--- src/rtl/ace_pcgen.sv ---
// +--------------------------------------------------------------------------+
// | Module  : ace_pcgen                                                      |
// | Purpose : fetch-PC sequencer for the two-stage (f0/f1) fetch pipeline;   |
// |           selects flush / f1 override / f0 prediction / hold each cycle. |
// | Revision: 1.0                                                            |
// +--------------------------------------------------------------------------+
`default_nettype none

module ace_pcgen #(
    parameter logic [63:0] RESET_PC      = 64'h0,
    parameter int          FLUSH_BUBBLES = 1,
    parameter int          CNT_W         = 16
) (
    input  logic             clock,
    input  logic             reset_n,
    input  logic             flush_rt_i,
    input  logic [63:0]      flush_pc_rt_i,
    input  logic             override_vld_f1_i,
    input  logic [63:0]      override_pc_f1_i,
    input  logic [63:0]      nxt_pc_f0_i,
    input  logic             icache_stall_i,
    input  logic             instbuf_full_i,
    input  logic             bob_stall_i,
    output logic [63:0]      pc_f0_o,
    output logic             pc_f0_vld_o,
    output logic [63:0]      pc_f1_o,
    output logic             pc_f1_vld_o,
    output logic [1:0]       state_o,
    output logic [CNT_W-1:0] redirect_cnt_o,
    output logic [CNT_W-1:0] flush_cnt_o
);

    typedef enum logic [1:0] {
        BOOT    = 2'b00,
        RUN     = 2'b01,
        HOLD    = 2'b10,
        RECOVER = 2'b11
    } state_t;

    localparam logic [63:0]      PC_MASK  = ~64'h3;
    localparam logic [3:0]       BUBBLES  = 4'(FLUSH_BUBBLES);
    localparam logic [CNT_W-1:0] CNT_ONE  = {{(CNT_W-1){1'b0}}, 1'b1};
    localparam logic [CNT_W-1:0] CNT_MAX  = {CNT_W{1'b1}};
    localparam logic [63:0]      BOOT_PC  = RESET_PC & PC_MASK;

    state_t           state, state_nxt;
    logic [63:0]      pc_f0, pc_f0_nxt;
    logic [63:0]      pc_f1, pc_f1_nxt;
    logic             f0_vld, f0_vld_nxt;
    logic             f1_vld, f1_vld_nxt;
    logic [3:0]       bubble, bubble_nxt;
    logic [CNT_W-1:0] redirect_cnt, flush_cnt;
    logic             redirect_inc, flush_inc;
    logic             hold;

    assign hold = icache_stall_i | instbuf_full_i | bob_stall_i;

    always_comb begin
        state_nxt    = state;
        pc_f0_nxt    = pc_f0;
        pc_f1_nxt    = pc_f1;
        f0_vld_nxt   = f0_vld;
        f1_vld_nxt   = f1_vld;
        bubble_nxt   = bubble;
        redirect_inc = 1'b0;
        flush_inc    = 1'b0;

        if (flush_rt_i) begin
            // Flush beats everything, including a same-cycle override.
            pc_f0_nxt  = flush_pc_rt_i & PC_MASK;
            f1_vld_nxt = 1'b0;
            flush_inc  = 1'b1;
            bubble_nxt = BUBBLES;
            if (BUBBLES == 4'd0) begin
                state_nxt  = RUN;
                f0_vld_nxt = 1'b1;
            end else begin
                state_nxt  = RECOVER;
                f0_vld_nxt = 1'b0;
            end
        end else begin
            case (state)
                BOOT: begin
                    state_nxt  = RUN;
                    pc_f0_nxt  = BOOT_PC;
                    f0_vld_nxt = 1'b1;
                end
                RUN, HOLD: begin
                    if (hold) begin
                        state_nxt = HOLD;
                    end else if (override_vld_f1_i) begin
                        state_nxt    = RUN;
                        pc_f0_nxt    = override_pc_f1_i & PC_MASK;
                        pc_f1_nxt    = pc_f0;
                        f1_vld_nxt   = 1'b0;
                        redirect_inc = 1'b1;
                    end else begin
                        state_nxt  = RUN;
                        pc_f0_nxt  = nxt_pc_f0_i & PC_MASK;
                        pc_f1_nxt  = pc_f0;
                        f1_vld_nxt = f0_vld;
                    end
                end
                RECOVER: begin
                    // Bubbles drain regardless of hold; hold only picks the exit state.
                    bubble_nxt = bubble - 4'd1;
                    if (bubble == 4'd1) begin
                        state_nxt  = hold ? HOLD : RUN;
                        f0_vld_nxt = 1'b1;
                    end
                end
                default: state_nxt = BOOT;
            endcase
        end
    end

    always_ff @(posedge clock or negedge reset_n) begin
        if (!reset_n) begin
            state        <= BOOT;
            pc_f0        <= BOOT_PC;
            pc_f1        <= BOOT_PC;
            f0_vld       <= 1'b0;
            f1_vld       <= 1'b0;
            bubble       <= 4'd0;
            redirect_cnt <= '0;
            flush_cnt    <= '0;
        end else begin
            state  <= state_nxt;
            pc_f0  <= pc_f0_nxt;
            pc_f1  <= pc_f1_nxt;
            f0_vld <= f0_vld_nxt;
            f1_vld <= f1_vld_nxt;
            bubble <= bubble_nxt;
            if (redirect_inc && redirect_cnt != CNT_MAX) begin
                redirect_cnt <= redirect_cnt + CNT_ONE;
            end
            if (flush_inc && flush_cnt != CNT_MAX) begin
                flush_cnt <= flush_cnt + CNT_ONE;
            end
        end
    end

    assign pc_f0_o        = pc_f0;
    assign pc_f0_vld_o    = f0_vld;
    assign pc_f1_o        = pc_f1;
    assign pc_f1_vld_o    = f1_vld;
    assign state_o        = state;
    assign redirect_cnt_o = redirect_cnt;
    assign flush_cnt_o    = flush_cnt;

endmodule

`default_nettype wire

--- config.mk ---
export PLATFORM = sky130hd
export DESIGN_NAME = ace_pcgen
export DESIGN_NICKNAME = d
export VERILOG_FILES = /design/src/rtl/ace_pcgen.sv
export SDC_FILE = /design/constraint.sdc
export NUM_CORES = 1
export LEC_CHECK = 0
export ABC_AREA = 1
export CORE_MARGIN = 2
export CORE_UTILIZATION = 25
export CTS_CLUSTER_SIZE = 12
export DETAILED_ROUTE_END_ITERATION = 8
export SYNTH_ARGS = -nofsm -noshare
export SYNTH_HDL_FRONTEND = slang
export SYNTH_SLANG_ARGS = --single-unit
--- constraint.sdc ---
create_clock -name clock -period 2.87 [get_ports clock]
set_clock_uncertainty 0.15 [all_clocks]
set_input_delay 0.4305 -clock clock [delete_from_list [all_inputs] [get_ports clock]]
set_output_delay 0.4305 -clock clock [all_outputs]
set_load 0.005 [all_outputs]
Word level (Yosys, flattened, before mapping)
Cells that the tools add are included.
{ "totals": {"reg_bits": 168, "word_cells": 58} }
{ "classes": {"reduce_logical": 12, "mux": 22, "n_bitwise": 4, "n_eq_ne": 9, "addsub": 3} }
{ "op_table": {"columns": ["cell", "count"], "rows": [
  ["$mux 64", 3],
  ["$pmux 64 s2", 1],
  ["$add 16x1->16 const B", 2],
  ["$ne 16x16->1 const B", 2],
  ["$mux 1", 11],
  ["$mux 4", 2],
  ["$mux 2", 3],
  ["$ne 3x3->1 const B", 2],
  ["$pmux 2 s3", 1],
  ["$reduce_and 2->1", 3],
  ["$reduce_bool 3->1", 2],
  ["$eq 2x2->1 const B", 2],
  ["$eq 4x1->1 const B", 1],
  ["$reduce_bool 2->1", 2],
  ["$sub 4x1->4 const B", 1],
  ["$reduce_and 3->1", 1],
  ["$eq 2x1->1 const B", 1],
  ["$logic_and 1x1->1", 2],
  ["$logic_not 2->1", 1],
  ["$ne 2x2->1 const B", 1],
  ["$not 1->1", 2],
  ["$or 1x1->1", 2],
  ["$pmux 1 s2", 1],
  ["$reduce_or 2->1", 1]
]} }

Logic depth before layout (Yosys ltp)
{ "logic_depth": {"word_depth": 6, "ltp_mapped": 11} }

Least setup slack after synthesis
Ideal clock, no wire load.
{ "synth_timing": {"kind": "reg-to-reg", "from": "register state[1] (netlist: state_o[1])", "to": "register redirect_cnt[15] (netlist: redirect_cnt_o[15])", "t_arrival_ns": 1.641, "setup_slack_ns": 1.014, "period_less_slack_ns": 1.856, "path_stages_with_launch": 12, "path_cell_list": "dfrtp_1 inv_1 ha_1 inv_2 nor2_8 inv_2 nor2_8 nand2_2 nor2_8 buf_6 nand3_1 nand2_1"} }
{ "synth_via": {"elab_chain_cells": 5, "elab_cells_between_ends": 6} }
{ "synth_rtl": {"columns": ["element", "line_no", "text"], "rows": [
  ["start, declared", "46", "state_t state, state_nxt;"],
  ["start signal, assigned", "128", "state <= state_nxt;"],
  ["$eq 2x1->1 / $eq 2x2->1 (equally long branches)", "82", "case (state)"],
  ["$reduce_or 2->1 (*)", "82", null],
  ["$mux 1 (*)", "82", null],
  ["$mux 1 (*)", "68", "if (flush_rt_i) begin"],
  ["$logic_and 1x1->1 (*)", "134", "if (redirect_inc && redirect_cnt != CNT_MAX) begin"],
  ["end signal, assigned", "135", "redirect_cnt <= redirect_cnt + CNT_ONE;"],
  ["end, declared", "52", "logic [CNT_W-1:0] redirect_cnt, flush_cnt;"]
]} }
Mark *: on every way between the ends. The rest lies on a longest branch, timed or not.
A chain may end at the register's enable or synchronous reset.

Worst setup path in the final report
{ "layout_timing": {"from": "register state[1] (netlist: state_o[1])", "to": "register redirect_cnt[4] (netlist: redirect_cnt_o[4])"} }
The elaborated chain is that of the path after synthesis.

==> results_dict.tcl <==
set metrics [dict create \
    final_nets 1700 \
    final_common_cell "sky130_fd_sc_hd__nand2_1" \
    p_leak_nw 5.97 \
    finalHoldWorstSlack_ps 240 \
    multiInputGateArea_um2 3820 \
    grt_first_pass_wirelength_um 47000 \
    die_h_um 187 \
    global_routing_usage_summed_across_all_routing_layers_pct 17.1 \
    crit_path_max_fanout 15 \
    drcViolationCount 0 \
    timing_worst_setup_path_type "register to register" \
    sequentialPowerShare_pct 37.7 \
    critical_path_buf_inv_count 2 \
    net-switching-power_w 0.00384 \
    cts_inserted_buffers 17 \
    initial_antenna_violation_count 4 \
    placeableCoreArea_um2 32700 \
    max_cap_viol_count 0 \
    gp_routability_congestion 0.862 \
    routed_wirelength_normalized_by_instance_count_um 15.5 \
    postLayoutSetupSlackWorst_ps 588 \
    yosys.cell_types.count 30 \
    gr-total-overflow 0 \
    ctsHtreeMaxLevel 4 \
    fillCellCount 3351 \
    first_global_vias 8490 \
    synth-compound-area-share_pct 9.80 \
    fin_setup_tns_ps 0 \
    std_cell_rows 66 \
    yosys_warnings 0 \
    ordered_list_of_cells_on_the_worst_path "inv_1 > ha_1 > inv_2 > nor2_8 > nand3_2 > nor2_1 > o21ai_2 > nand2_1 > o21ai_0" \
    length_of_the_first_detailed_routing_pass_in_iterations 4 \
    grt_setup_unrepaired "false" \
    total_die_area_um2 34900 \
    largest_family_of_logic_cells_by_synthesized_area "simple AND/OR/NAND/NOR gates" \
    startpoint_type "register" \
    dieWidth_um 187 \
    yosys.area_share.simple_pct 33.9 \
    netSwitchingFraction_pct 35.2 \
    final_layout_size_suffix_gt1_share_pct 5.11 \
    clkSlewWorstSetupHoldPaths_ps 60 \
    gate_count_after_technology_mapping 1154 \
    synthToLayoutAreaGrowth_pct 55.3 \
    worst_pin_slew_ps 583 \
    preCtsSetupSlack_ps 493 \
    worstHoldPathType "primary input to register" \
    area_share_of_fa_ha_maj_cells_after_synthesis_pct 1.05 \
    grt_start_max_net_pins 51 \
    cts_repair_resize_count 0 \
    antenna_violating_nets_post_route 0 \
    combinational_power_share_pct 41.5 \
    utilization_pct 39.7 \
    worst_path_dominant_cell_family "simple AND/OR/NAND/NOR gates" \
    fmax_mhz 438 \
    ioPinCount 363 \
    synth.yosys.seq_area_share_pct 49.1 \
    finalInstanceArea_um2 13000 \
    crit_path_max_cell_delay_ps 390 \
    cts-root-to-sink-buffers 2 \
    cts_sinks 164 \
    finalWirelength_um 30100 \
    post_synth_instance_area_um2 8350 \
    setup.worst_path.end_class "register" \
    most_frequent_cells_in_the_layout "sky130_fd_sc_hd__nand2_1 (554), sky130_fd_sc_hd__clkdlybuf4s50_1 (349), sky130_fd_sc_hd__dfrtp_1 (164)" \
    drt-initial-drc-count 389 \
    sequential_cell_area_um2 4100 \
    final.min_clock_period_ps 2280 \
    worst_skew_pair.late_latency_ps 430 \
    critical-path-slowest-cell "sky130_fd_sc_hd__dfrtp_1" \
    final-hold-violation-count 0 \
    clockRootBuffer "sky130_fd_sc_hd__clkbuf_16" \
    clock_tree_from_tritoncts "yes" \
    ir_drop_v 0.000386 \
    regToRegSetupSlack_ps 590 \
    power_density_nw_per_um2 842 \
    slew_headroom_pct 61.0 \
    synth_mux_area_share_pct 0 \
    timing.final.max_slew_violations 0 \
    place.port_buffers 352 \
    synthXorXnorAreaFrac_pct 0.734 \
    crit_required_ps 3000 \
    clk_network_pwr_share_pct 20.8 \
    finalCritPeriodShare_pct 79.5 \
    syn_area_per_cell_um2 7.24 \
    setup_violations 0 \
    dp_hpwl_um 22500 \
    cell_internal_power_dissipation_w 0.00708 \
    worst_ep_arrival_time_ps 2410 \
    outcome "finished, final reports clean" \
    start_util_pct 25.5 \
    synth-seq-cells 164 \
    placement.cell_area_um2 12400 \
    drt-vias-per-instance 4.42 \
    vias 8619 \
]
## sequential cells by signal, summed over array words and instances, names as in the netlist
signal and cells:
pc_f0_o 62, pc_f0_vld_o 1, pc_f1_vld_o 1, bubble 4, redirect_cnt_o 16, state_o 2, flush_cnt_o 16, pc_f1_o 62
## worst paths after layout
path | cells after the start | from | to
worst min-delay path | 2 | flush_rt_i | pc_f0_vld_o$_DFFE_PN0P_
min in group asynchronous | 2 | reset_n | flush_cnt_o[8]$_DFFE_PN0P_
worst max register to register | 9 | state_o[1]$_DFFE_PN0P_ | redirect_cnt_o[4]$_DFFE_PN0P_
worst min register to register | 2 | pc_f1_o[35]$_DFFE_PN0P_ | pc_f1_o[35]$_DFFE_PN0P_
max in group asynchronous | 3 | reset_n | pc_f0_o[5]$_DFFE_PN0P_
worst max-delay path | 9 | state_o[1]$_DFFE_PN0P_ | redirect_cnt_o[4]$_DFFE_PN0P_
## repair_timing
action / in CTS / in global routing
hold endpoints to repair: 44 / 0
hold buffers: 1 / 0
setup buffers: 0 / 0
endpoints found under the setup margin: 0 / 0
## worst register-to-register path, cell delays in order, from the launching register on
cell and delay [ps]:
sky130_fd_sc_hd__dfrtp_1 390, sky130_fd_sc_hd__inv_1 80, sky130_fd_sc_hd__ha_1 310, sky130_fd_sc_hd__inv_2 70
sky130_fd_sc_hd__nor2_8 250, sky130_fd_sc_hd__nand3_2 290, sky130_fd_sc_hd__nor2_1 230, sky130_fd_sc_hd__o21ai_2 200
sky130_fd_sc_hd__nand2_1 100, sky130_fd_sc_hd__o21ai_0 80
## power groups by stage
stage               combinational (W)  sequential (W)  clock [W]
floorplan                     0.00154         0.00406          0
global placement              0.00455         0.00412          0
detailed placement            0.00459         0.00415          0
CTS                           0.00462         0.00413    0.00236
global route                  0.00500         0.00428    0.00243
finish                        0.00453         0.00412    0.00227
## metal layers
metal	vias up	global-route usage (%)	share of wire (%)
met5	-	0	0.023
met4	2	6.81	3.3
met3	49	4.80	6.2
met2	282	29.6	49
met1	3997	20.0	42
li1	4289	-	-
## metrics by stage
step / total power [W] / instances
after floorplan: 0.00561 / 1157
after global placement: 0.00868 / 1916
after detailed placement: 0.00874 / 1916
after CTS: 0.0111 / 1948
after global routing: 0.0117 / 1950
final: 0.0109 / 1951
## cell type report
| class | instances | area share, % |
|---|---|---|
| Clock inverter | 12 | 0.936 |
| Multi-Input combinational cell | 888 | 29.4 |
| Antenna cell | 3 | 0.0579 |
| Timing Repair Buffer | 377 | 28.9 |
| Tap cell | 442 | 4.26 |
| Clock buffer | 19 | 3.49 |
| Sequential cell | 164 | 31.6 |
| Inverter | 46 | 1.33 |
## synthesized netlist by cell type
library cell	n	area (um2)
sky130_fd_sc_hd__a21oi_1	3	15.0
sky130_fd_sc_hd__a31oi_1	1	6.26
sky130_fd_sc_hd__and2_1	1	6.26
sky130_fd_sc_hd__buf_1	4	15.0
sky130_fd_sc_hd__buf_2	8	40.0
sky130_fd_sc_hd__buf_4	5	37.5
sky130_fd_sc_hd__buf_6	3	33.8
sky130_fd_sc_hd__clkbuf_1	39	146
sky130_fd_sc_hd__conb_1	1	3.75
sky130_fd_sc_hd__dfrtp_1	164	4100
sky130_fd_sc_hd__ha_1	7	87.6
sky130_fd_sc_hd__inv_1	42	158
sky130_fd_sc_hd__inv_2	4	15.0
sky130_fd_sc_hd__nand2_1	555	2080
sky130_fd_sc_hd__nand2_2	3	18.8
sky130_fd_sc_hd__nand3_1	26	130
sky130_fd_sc_hd__nand3_2	1	10.0
sky130_fd_sc_hd__nand3b_1	6	45.0
sky130_fd_sc_hd__nand4_1	12	75.1
sky130_fd_sc_hd__nor2_1	103	387
sky130_fd_sc_hd__nor2_4	1	11.3
sky130_fd_sc_hd__nor2_8	3	60.1
sky130_fd_sc_hd__nor3_1	1	5.00
sky130_fd_sc_hd__o21ai_0	130	651
sky130_fd_sc_hd__o21ai_1	16	80.1
sky130_fd_sc_hd__o21ai_2	6	52.6
sky130_fd_sc_hd__o21bai_1	1	7.51
sky130_fd_sc_hd__o22ai_1	1	6.26
sky130_fd_sc_hd__xnor2_1	5	43.8
sky130_fd_sc_hd__xor2_1	2	17.5
## cell families after synthesis
logic type | count (synthesis)
other cells | 1
fa+ha+maj | 7
simple gates | 712
compound gates | 158
flops | 164
xor+xnor | 7
buf+inv | 105
(Power assumes the default switching activity.)
